==> src/rtl/dmem_arb_pkg.sv <==
// Shared types for the data-memory arbiter: FSM state encoding and the
// latched memory command that is replayed to the memory while BUSY.
package dmem_arb_pkg;

  localparam int ARB_XLEN = 32;

  typedef enum logic [1:0] {
    IDLE = 2'd0,
    BUSY = 2'd1,
    RESP = 2'd2
  } arb_state_t;

  typedef struct packed {
    logic                we;
    logic [3:0]          be;
    logic [ARB_XLEN-1:0] addr;
    logic [ARB_XLEN-1:0] wdata;
  } mem_cmd_t;

endpackage

==> src/rtl/dmem_arbiter_rr_pick.sv <==
// Combinational round-robin picker: first pending slot at or above rr_ptr,
// wrapping modulo N_CORES.
module rr_pick #(
  parameter int N_CORES = 4,
  parameter int GW      = $clog2(N_CORES)
) (
  input  logic [N_CORES-1:0] pend,
  input  logic [GW-1:0]      rr_ptr,
  output logic [GW-1:0]      gnt_idx,
  output logic               any
);

  logic [GW-1:0] idx;

  // Walk offsets from farthest to nearest so the nearest pending slot wins;
  // GW-bit addition wraps naturally because N_CORES is a power of two.
  always_comb begin
    idx     = rr_ptr;
    gnt_idx = rr_ptr;
    any     = 1'b0;
    for (int off = N_CORES - 1; off >= 0; off--) begin
      idx = rr_ptr + GW'(off);
      if (pend[idx]) begin
        gnt_idx = idx;
        any     = 1'b1;
      end
    end
  end

endmodule

==> src/rtl/dmem_arbiter.sv <==
// Round-robin arbiter sharing one single-port data memory among N_CORES
// pipelined cores; stalls each requester until its one-cycle completion pulse.
module dmem_arbiter
  import dmem_arb_pkg::*;
#(
  parameter int N_CORES = 4,
  parameter int XLEN    = ARB_XLEN,
  parameter int GW      = $clog2(N_CORES)
) (
  input  logic                    clk,
  input  logic                    rst,
  input  logic [N_CORES-1:0]      req_read,
  input  logic [N_CORES-1:0]      req_write,
  input  logic [4*N_CORES-1:0]    req_be,
  input  logic [XLEN*N_CORES-1:0] req_addr,
  input  logic [XLEN*N_CORES-1:0] req_wdata,
  output logic [N_CORES-1:0]      resp_valid,
  output logic [XLEN-1:0]         resp_rdata,
  output logic [N_CORES-1:0]      stall,
  output logic                    mem_req,
  output logic                    mem_we,
  output logic [3:0]              mem_be,
  output logic [XLEN-1:0]         mem_addr,
  output logic [XLEN-1:0]         mem_wdata,
  input  logic [XLEN-1:0]         mem_rdata,
  input  logic                    mem_ack,
  output logic [GW-1:0]           grant_id,
  output logic                    busy
);

  arb_state_t         state;
  mem_cmd_t           cmd;
  logic [GW-1:0]      rr_ptr;
  logic [GW-1:0]      pick_idx;
  logic               pick_any;
  logic [N_CORES-1:0] pend;

  assign pend = req_read | req_write;

  rr_pick #(
    .N_CORES(N_CORES),
    .GW     (GW)
  ) u_rr_pick (
    .pend   (pend),
    .rr_ptr (rr_ptr),
    .gnt_idx(pick_idx),
    .any    (pick_any)
  );

  always_ff @(posedge clk) begin
    if (rst) begin
      state      <= IDLE;
      rr_ptr     <= '0;
      grant_id   <= '0;
      resp_rdata <= '0;
    end else begin
      case (state)
        IDLE: begin
          if (pick_any) begin
            grant_id <= pick_idx;
            state    <= BUSY;
          end
        end
        BUSY: begin
          if (mem_ack) begin
            resp_rdata <= cmd.we ? '0 : mem_rdata;
            state      <= RESP;
          end
        end
        RESP: begin
          rr_ptr <= grant_id + GW'(1);
          state  <= IDLE;
        end
        default: state <= IDLE;
      endcase
    end
  end

  // Command register reloads every IDLE cycle; only the value captured on the
  // IDLE->BUSY edge is ever presented to memory, so later request edits are ignored.
  always_ff @(posedge clk) begin
    if (state == IDLE) begin
      cmd.we    <= req_write[pick_idx];
      cmd.be    <= req_be[4*pick_idx +: 4];
      cmd.addr  <= req_addr[XLEN*pick_idx +: XLEN];
      cmd.wdata <= req_wdata[XLEN*pick_idx +: XLEN];
    end
  end

  always_comb begin
    mem_req   = (state == BUSY);
    mem_we    = (state == BUSY) ? cmd.we    : 1'b0;
    mem_be    = (state == BUSY) ? cmd.be    : 4'b0;
    mem_addr  = (state == BUSY) ? cmd.addr  : '0;
    mem_wdata = (state == BUSY) ? cmd.wdata : '0;
    busy      = (state != IDLE);
  end

  always_comb begin
    resp_valid = '0;
    if (state == RESP) resp_valid[grant_id] = 1'b1;
  end

  assign stall = pend & ~resp_valid;

endmodule

==> config.mk <==
export PLATFORM = sky130hd
export DESIGN_NAME = dmem_arbiter
export DESIGN_NICKNAME = d
export VERILOG_FILES = /design/src/rtl/dmem_arb_pkg.sv /design/src/rtl/dmem_arbiter_rr_pick.sv /design/src/rtl/dmem_arbiter.sv
export SDC_FILE = /design/constraint.sdc
export NUM_CORES = 1
export LEC_CHECK = 0
export CAP_MARGIN = 10
export CORE_AREA = 8 8 158 160
export CTS_CLUSTER_SIZE = 14
export DETAILED_ROUTE_END_ITERATION = 10
export DIE_AREA = 0 0 166 168
export DONT_BUFFER_PORTS = 1
export HOLD_SLACK_MARGIN = 0.1
export SYNTH_ARGS = -nofsm -noshare
export SYNTH_HDL_FRONTEND = slang
export SYNTH_SLANG_ARGS = --single-unit
==> constraint.sdc <==
create_clock -name clk -period 6.4 [get_ports clk]
set_input_delay 1.92 -clock clk [delete_from_list [all_inputs] [get_ports clk]]
set_output_delay 1.92 -clock clk [all_outputs]
set_load 0.01 [all_outputs]
Word level (Yosys, flattened, before mapping)
Cells that the tools add are included.
{ "totals": {"out_inout_bits": 113, "reg_bits": 107, "word_cells": 64, "in_bits": 315} }
{ "classes": {"order_cmp": 7, "shift": 3, "mux": 29, "bitwise": 3, "eq_ne": 4, "n_reduce_logical": 6, "add_sub_neg": 4} }
{ "ops": {"columns": ["cell", "count"], "rows": [
  ["$shiftx 128x8->32", 2],
  ["$mux 32", 3],
  ["$lt 2x3->1 const B", 6],
  ["$shiftx 16x5->4", 1],
  ["$mux 2", 6],
  ["$mux 1", 11],
  ["$bmux 1 s2", 5],
  ["$mux 4", 2],
  ["$reduce_and 2->1", 3],
  ["$add 2x1->2 const B", 2],
  ["$add 2x2->2 const B", 2],
  ["$and 4x4->4", 1],
  ["$not 4->4", 1],
  ["$or 4x4->4", 1],
  ["$pmux 2 s2", 1],
  ["$demux 1 s2", 1],
  ["$eq 2x1->1 const B", 1],
  ["$eq 2x2->1 const B", 1],
  ["$ge 2x1->1 const B", 1],
  ["$logic_not 2->1", 1],
  ["$ne 2x1->1 const B", 1],
  ["$ne 2x2->1 const B", 1],
  ["$reduce_bool 2->1", 1],
  ["$logic_and 1x1->1", 1]
]} }

Logic depth before layout (Yosys ltp)
Gate-level depths: netlist (run 1).
{ "logic_depth": {"depth_word": 9, "mapped_depth": 8, "mapped_depth_nobuf": 6} }

Hierarchy
Synthesis (run 1) repeated with hierarchy kept, for this count alone.
{ "hier_totals": {"hier_cells": 432, "hier_area_um2": 5947.0} }
{ "by_module_without_submodules": {"columns": ["module", "seq_area_each_um2", "n_inst", "cells_each", "area_each_um2"], "rows": [
  ["dmem_arbiter", 2832.7, 1, 416, 5846.9],
  ["rr_pick", 0.0, 1, 16, 100.1]
]} }

Worst setup path after synthesis (run 1)
No wires, ideal clock.
{ "synth_path": {"kind": "register to output", "start": "register state[1]", "end": "output port busy", "stages_incl_launch_ff": 3, "setup_slack_ns": 0.799, "required_ns": 4.480, "arrival_time_ns": 3.681, "n_path_buf": 0, "cell_sequence": "dfxtp_1 > nor2_1 > inv_1"} }
{ "synth_between": {"elab_chain_cells": 1} }
{ "synth_rtl": {"columns": ["element", "line", "text"], "rows": [
  ["start: declaration", "dmem_arbiter.sv:31", "arb_state_t state;"],
  ["start signal: assignment", "dmem_arbiter.sv:52", "state <= IDLE;"],
  ["start signal: assignment", "dmem_arbiter.sv:61", "state <= BUSY;"],
  ["start signal: assignment", "dmem_arbiter.sv:67", "state <= RESP;"],
  ["$reduce_bool 2->1", "dmem_arbiter.sv:96", "busy = (state != IDLE);"],
  ["end: declaration", "dmem_arbiter.sv:28", "output logic busy"]
]} }
No other way between the ends.

Final worst setup path (run 1)
{ "layout_path": {"start": "input port req_read[2]", "end": "output port stall[2]"} }
{ "layout_between": {"elab_chain_cells": 2} }
{ "layout_rtl": {"columns": ["element", "line", "text"], "rows": [
  ["start: declaration", "dmem_arbiter.sv:12", "input logic [N_CORES-1:0] req_read,"],
  ["$or 4x4->4", "dmem_arbiter.sv:38", "assign pend = req_read | req_write;"],
  ["$and 4x4->4", "dmem_arbiter.sv:104", "assign stall = pend & ~resp_valid;"],
  ["end: declaration", "dmem_arbiter.sv:19", "output logic [N_CORES-1:0] stall,"]
]} }
No other way between the ends.

==> results of run 1 <==
-- how the worst max path moves through the flow --
| stage | from | endpoint | slack (ns) | cells after the start |
|---|---|---|---|---|
| 2_1_floorplan | state[1] | busy | 0.80 | 2 |
| 3_3_place_gp | req_read[2] | cmd[4] | 1.91 | 6 |
| 3_5_place_dp | req_read[2] | cmd[31] | 1.82 | 6 |
| 4_1_cts | req_read[2] | stall[2] | 1.94 | 2 |
| 5_1_grt | req_read[2] | stall[2] | 1.90 | 2 |
| 6_report | req_read[2] | stall[2] | 1.97 | 2 |
-- flip-flops by register name, summed over array words and instances (netlist names) --
signal      count
resp_rdata     32
rr_ptr          2
grant_id        2
state           2
cmd            69
-- cell type report --
cell class,instances,share of cell area
Multi-Input combinational cell,558,0.457
Sequential cell,107,0.429
Tap cell,285,0.0540
Clock buffer,10,0.0379
Timing Repair Buffer,9,0.0102
Clock inverter,6,0.00909
Inverter,5,0.00284
Antenna cell,2,0.000757
-- routing by layer --
metal	track usage	vias to the layer above	wire length, um
met5	0	-	0
met2	0.263	312	11500
met3	0.0603	26	2340
met1	0.172	2627	8740
li1	-	2500	-
met4	0.0577	0	543
-- placed cells by master (no fill, tap or decap), drive strengths merged, types with 2 or more instances in the layout --
cell | netlist | final
a21oi | 106 | 106
a31oi | 2 | 2
a32oi | 68 | 68
and2 | 73 | 73
buf | 37 | 9
clkbuf | 31 | 10
dfxtp | 38 | 38
diode | 0 | 2
edfxtp | 69 | 69
ha | 4 | 4
inv | 5 | 10
nand2 | 207 | 207
nor2 | 50 | 50
nor2b | 2 | 2
nor3b | 32 | 32
o21ai | 2 | 2
or2 | 2 | 2
-- logic make-up (layout without fill, tap and decap cells) --
kind of cell	after synthesis	after routing	synth area share
AND/OR/NAND/NOR	367	367	0.274
AO/OA/AOI/OAI	187	187	0.199
flip-flops	107	107	0.458
buffers and inverters	73	30	0.0611
adder cells (fa/ha/maj)	4	4	0.00809
other	0	2	0
-- metrics by stage --
stage	hold slack [ns]	setup slack, ns
floorplan	0.512	0.799
global placement	0.536	1.91
detailed placement	0.538	1.82
CTS	0.550	1.94
global route	0.582	1.90
finish	0.548	1.97
-- power by group through the flow --
stage	clock network, mW	registers, mW	logic (mW)
after floorplan	0	0.866	0.269
after global placement	0	0.872	0.323
after detailed placement	0	0.873	0.329
after CTS	0.620	0.858	0.330
after global routing	0.643	0.867	0.360
final	0.594	0.857	0.326
-- tightest hold or removal path, stage by stage (launching register included) --
cell      delay, ns
dfxtp_1        0.35
nor2_1         0.11
a211oi_1       0.05
==> out/results.tsv, run 1 <==
metric	value	unit
# resized after CTS	0	
fillers	2394	
DIE AREA	27900	um2
Nets	1009	
CTS H-tree depth	3	
Static Leakage	2.38	nW
RSZ-0062 raised after global routing	false	
DRC viols	0	
Vias	5465	
Area after DPL	6290	um2
mean area per synthesized cell	8.38	um2
Slew @ Worst Pin	1.25	ns
CTS Sinks	107	
# IOs	428	
Top FF cell, synth	edfxtp_1	
ys async rst share	0	
WHS Endpoint	rr_ptr[0]	
register area	2830	um2
first-pass GRT wire length	33.5	mm
R2R Path End	cmd[67]	
sw frac	0.307	
root buf cell	clkbuf_16	
Area Growth Syn to Fin	6.86	%
Final Wtd Congestion	0.820	
post-synth top area cell	edfxtp_1	
NetSw	0.545	mW
Tot GR Track Use	0.154	
Crit path buffers/inverters	0	
Layout Skew	0.0103	ns
First-pass DRT Iterations	5	
Synth area leaders	edfxtp_1 34%, nand2_1 13%, dfxtp_1 12%, a32oi_1 9.6%, a21oi_1 8.6%	
chip width	166	um
Chip Height	168	um
cell mode on critical path	nor2_1	
area of the multi-input gates	3020	um2
register bit total from synthesis	107	
hpwl dp	18.0	mm
Core Util, Final	0.295	
CTS tree	done	
worst skew pair latency	0.35	ns
Max-Cap Viols	0	
Cell Area, Synth	6180	um2
sequential share of power	0.483	
delay-heaviest family, CP	simple AND/OR/NAND/NOR gates	
Yosys top cell area share	0.335	
grt ovf	0	
HP Class	reg2reg	
R2R depth	6	
placed insts	964	
postcts setup bufs	0	
Cells after Synth	738	
status	complete, no violations	
Final Hold Fails	0	
Post-synth EDFFs	69	
I/O Buffers	0	
number of cells on the worst hold path	2	
cts bufs inserted	9	
crit end category	output port	
Register-to-Register Setup Slack	3.60	ns
slowest CP cell	nor2_1	
Netlist cell types	31	
# setup viols final	0	
Detail Route Antenna Nets	0	
Synthesis Warnings	0	
Rows	55	
CP Launch Type	input port	
Crit path arrival time	2.51	ns
clk slew on worst S/H paths	0.08	ns
CP max stage delay	0.39	ns
fin cells	982	
Slew Viols, Final	0	
fin crit share	0.692	
core area	22400	um2
Post-synth top cells	207 x nand2_1, 106 x a21oi_1, 73 x and2_1, 69 x edfxtp_1, 68 x a32oi_1	
internal power	1.23	mW
Logic pwr share	0.183	
power consumption	1.78	mW
Reg2Reg Launch Point	rr_ptr[0]	
setup TNS	0	ns
Clock Power Share	0.334	
CP Class	in2out	
syn nets	1057	
hold_sp	rr_ptr[0]	
slew margin rel.	0.167	
DR WL/cell	23.6	um
Max Clock Freq	226	MHz
initial antenna violation count	2	
Finished Cell Area	6610	um2
largest net degree at the start of global routing	114	
vias in the first global route	5307	
Initial Util	0.277	
sequential area share after synthesis	0.458	
Detailed Route Iter0 Violations	377	
CP Cell Sequence	nor2_1 > nor2_1	
top-count cell post-synth	nand2_1	
vias per cell	5.57	
cell area power density	269	nW/um2
overall routed net length	23.1	mm
hold_buf cts	0	
Worst EP required	4.48	ns
fin crit period	4.43	ns
CP Max Fanout	5	
maximum VDD drop	0.119	mV
ratio of cells with drive above 1 in the final layout	0.0489	
Clock Path Buffers	2	
No activity file was read; power rests on OpenSTA's default activity.
==> run 2, diff against run 1 <==
- clock period: 6.4 -> 4.39 ns (I/O delays scaled with it)
==> run 2 against run 1 <==
Net effect:
- combinational power grew 48%
- global-route usage grew 0.13 points
- highest routed layer unchanged
- worst hold slack gained 0.0069 ns
- clock skew grew 0.0039 ns
- sequential share of layout area shrank 0.26 points
- count of clock-buffer cells in the layout grew 1
- total power grew 44%
- die area is the same
==> out/results.tsv, run 2 (synthesis results as in run 1) <==
metric	value	unit
status	complete, no violations	
area of the multi-input gates	3020	um2
hold_buf cts	0	
cell area power density	384	nW/um2
fillers	2375	
RSZ-0062 raised after global routing	false	
Max-Cap Viols	0	
DP Worst Slack	0.754	ns
Clock Path Buffers	2	
register area	2830	um2
Nets	1008	
fin crit period	3.30	ns
hpwl dp	18.2	mm
I/O Buffers	0	
fin crit share	0.752	
Initial Util	0.277	
CP Max Fanout	39	
delay-heaviest family, CP	simple AND/OR/NAND/NOR gates	
Tot GR Track Use	0.156	
Area after DPL	6350	um2
Detail Route Antenna Nets	0	
Max Clock Freq	303	MHz
Finished Cell Area	6650	um2
Worst EP required	3.07	ns
Crit path buffers/inverters	1	
top flop regs	cmd: 69 flops, resp_rdata: 32 flops	
Crit path arrival time	1.98	ns
DR WL/cell	23.7	um
first-pass GRT wire length	33.7	mm
chip width	166	um
Area Growth Syn to Fin	7.51	%
HP Class	reg2reg	
# IOs	428	
vias per cell	5.44	
# setup viols final	0	
DRC viols	0	
Vias	5328	
core area	22400	um2
CTS H-tree depth	3	
initial antenna violation count	0	
Final Wtd Congestion	0.840	
CP Class	reg2out	
Chip Height	168	um
overall routed net length	23.3	mm
Rows	55	
Slew @ Worst Pin	1.06	ns
Static Leakage	2.38	nW
Layout Skew	0.0142	ns
Slew Viols, Final	0	
maximum VDD drop	0.125	mV
slew margin rel.	0.289	
root buf cell	clkbuf_16	
CP Cell Sequence	nor2b_4 > buf_12 > and2_1	
Largest Register	cmd	
ratio of cells with drive above 1 in the final layout	0.0476	
# resized after CTS	0	
Final Hold Fails	0	
grt ovf	0	
DIE AREA	27900	um2
worst skew pair latency	0.35	ns
commonest non-fill, non-tap cell in the layout	nand2_1	
cts bufs inserted	9	
slowest CP cell	nor2b_4	
CTS Sinks	107	
CP Launch Type	flip-flop	
postcts setup bufs	0	
largest net degree at the start of global routing	87	
setup TNS	0	ns
most frequent cells in the layout	206 x nand2_1, 105 x a21oi_1, 73 x and2_1	
vias in the first global route	5298	
CP max stage delay	0.64	ns
Setup WS post-layout	1.09	ns
CTS tree	done	
number of flip-flops in the largest register	69	
clk slew on worst S/H paths	0.08	ns
Detailed Route Iter0 Violations	454	
crit end category	output port	
First-pass DRT Iterations	5	
## run 2: path summary, 6_finish.rpt
| check | from | endpoint | slack, ns | cells past startpoint |
|---|---|---|---|---|
| max | state[0] | mem_wdata[10] | 1.09 | 3 |
| min | resp_rdata[12] | resp_rdata[12] | 0.55 | 2 |
| max reg2reg | state[0] | resp_rdata[12] | 1.59 | 6 |
| min reg2reg | resp_rdata[12] | resp_rdata[12] | 0.55 | 2 |
## run 2: worst min-delay path: stages, from the launching register on
cell     delay, ns
dfxtp_1       0.34
a21oi_1       0.13
nor2_1        0.04
## run 2: per-stage QoR
step	util	cells	total power, mW	hold WS (ns)
2_1_floorplan	-	738	1.65	0.512
3_3_place_gp	0.284	963	1.75	0.543
3_5_place_dp	0.284	963	1.76	0.545
4_1_cts	0.297	979	2.60	0.558
5_1_grt	0.297	979	2.68	0.579
6_report	0.297	980	2.55	0.555
## run 2: area by class of cell
cell class	instances	area share
inverter	5	0.00282
multi-input combinational	558	0.454
clock buffer	11	0.0380
timing repair buffer	8	0.0184
antenna	1	0.000376
tap	285	0.0536
sequential	107	0.426
clock inverter	5	0.00677
## run 2: where the power goes
| group | switching (mW) | internal [mW] | leakage [nW] |
|---|---|---|---|
| combinational | 0.328 | 0.153 | 1.24 |
| clock | 0.397 | 0.425 | 0.144 |
| sequential | 0.0355 | 1.21 | 1.00 |
| total | 0.761 | 1.79 | 2.38 |
## run 2: layer usage
metal  share of wire  vias to the layer above  global-route usage
met4          0.0078                        0              0.0352
met5               0                        -                   0
met1            0.38                     2515               0.173
met3           0.097                       11              0.0550
li1                -                     2495                   -
met2            0.52                      307               0.280
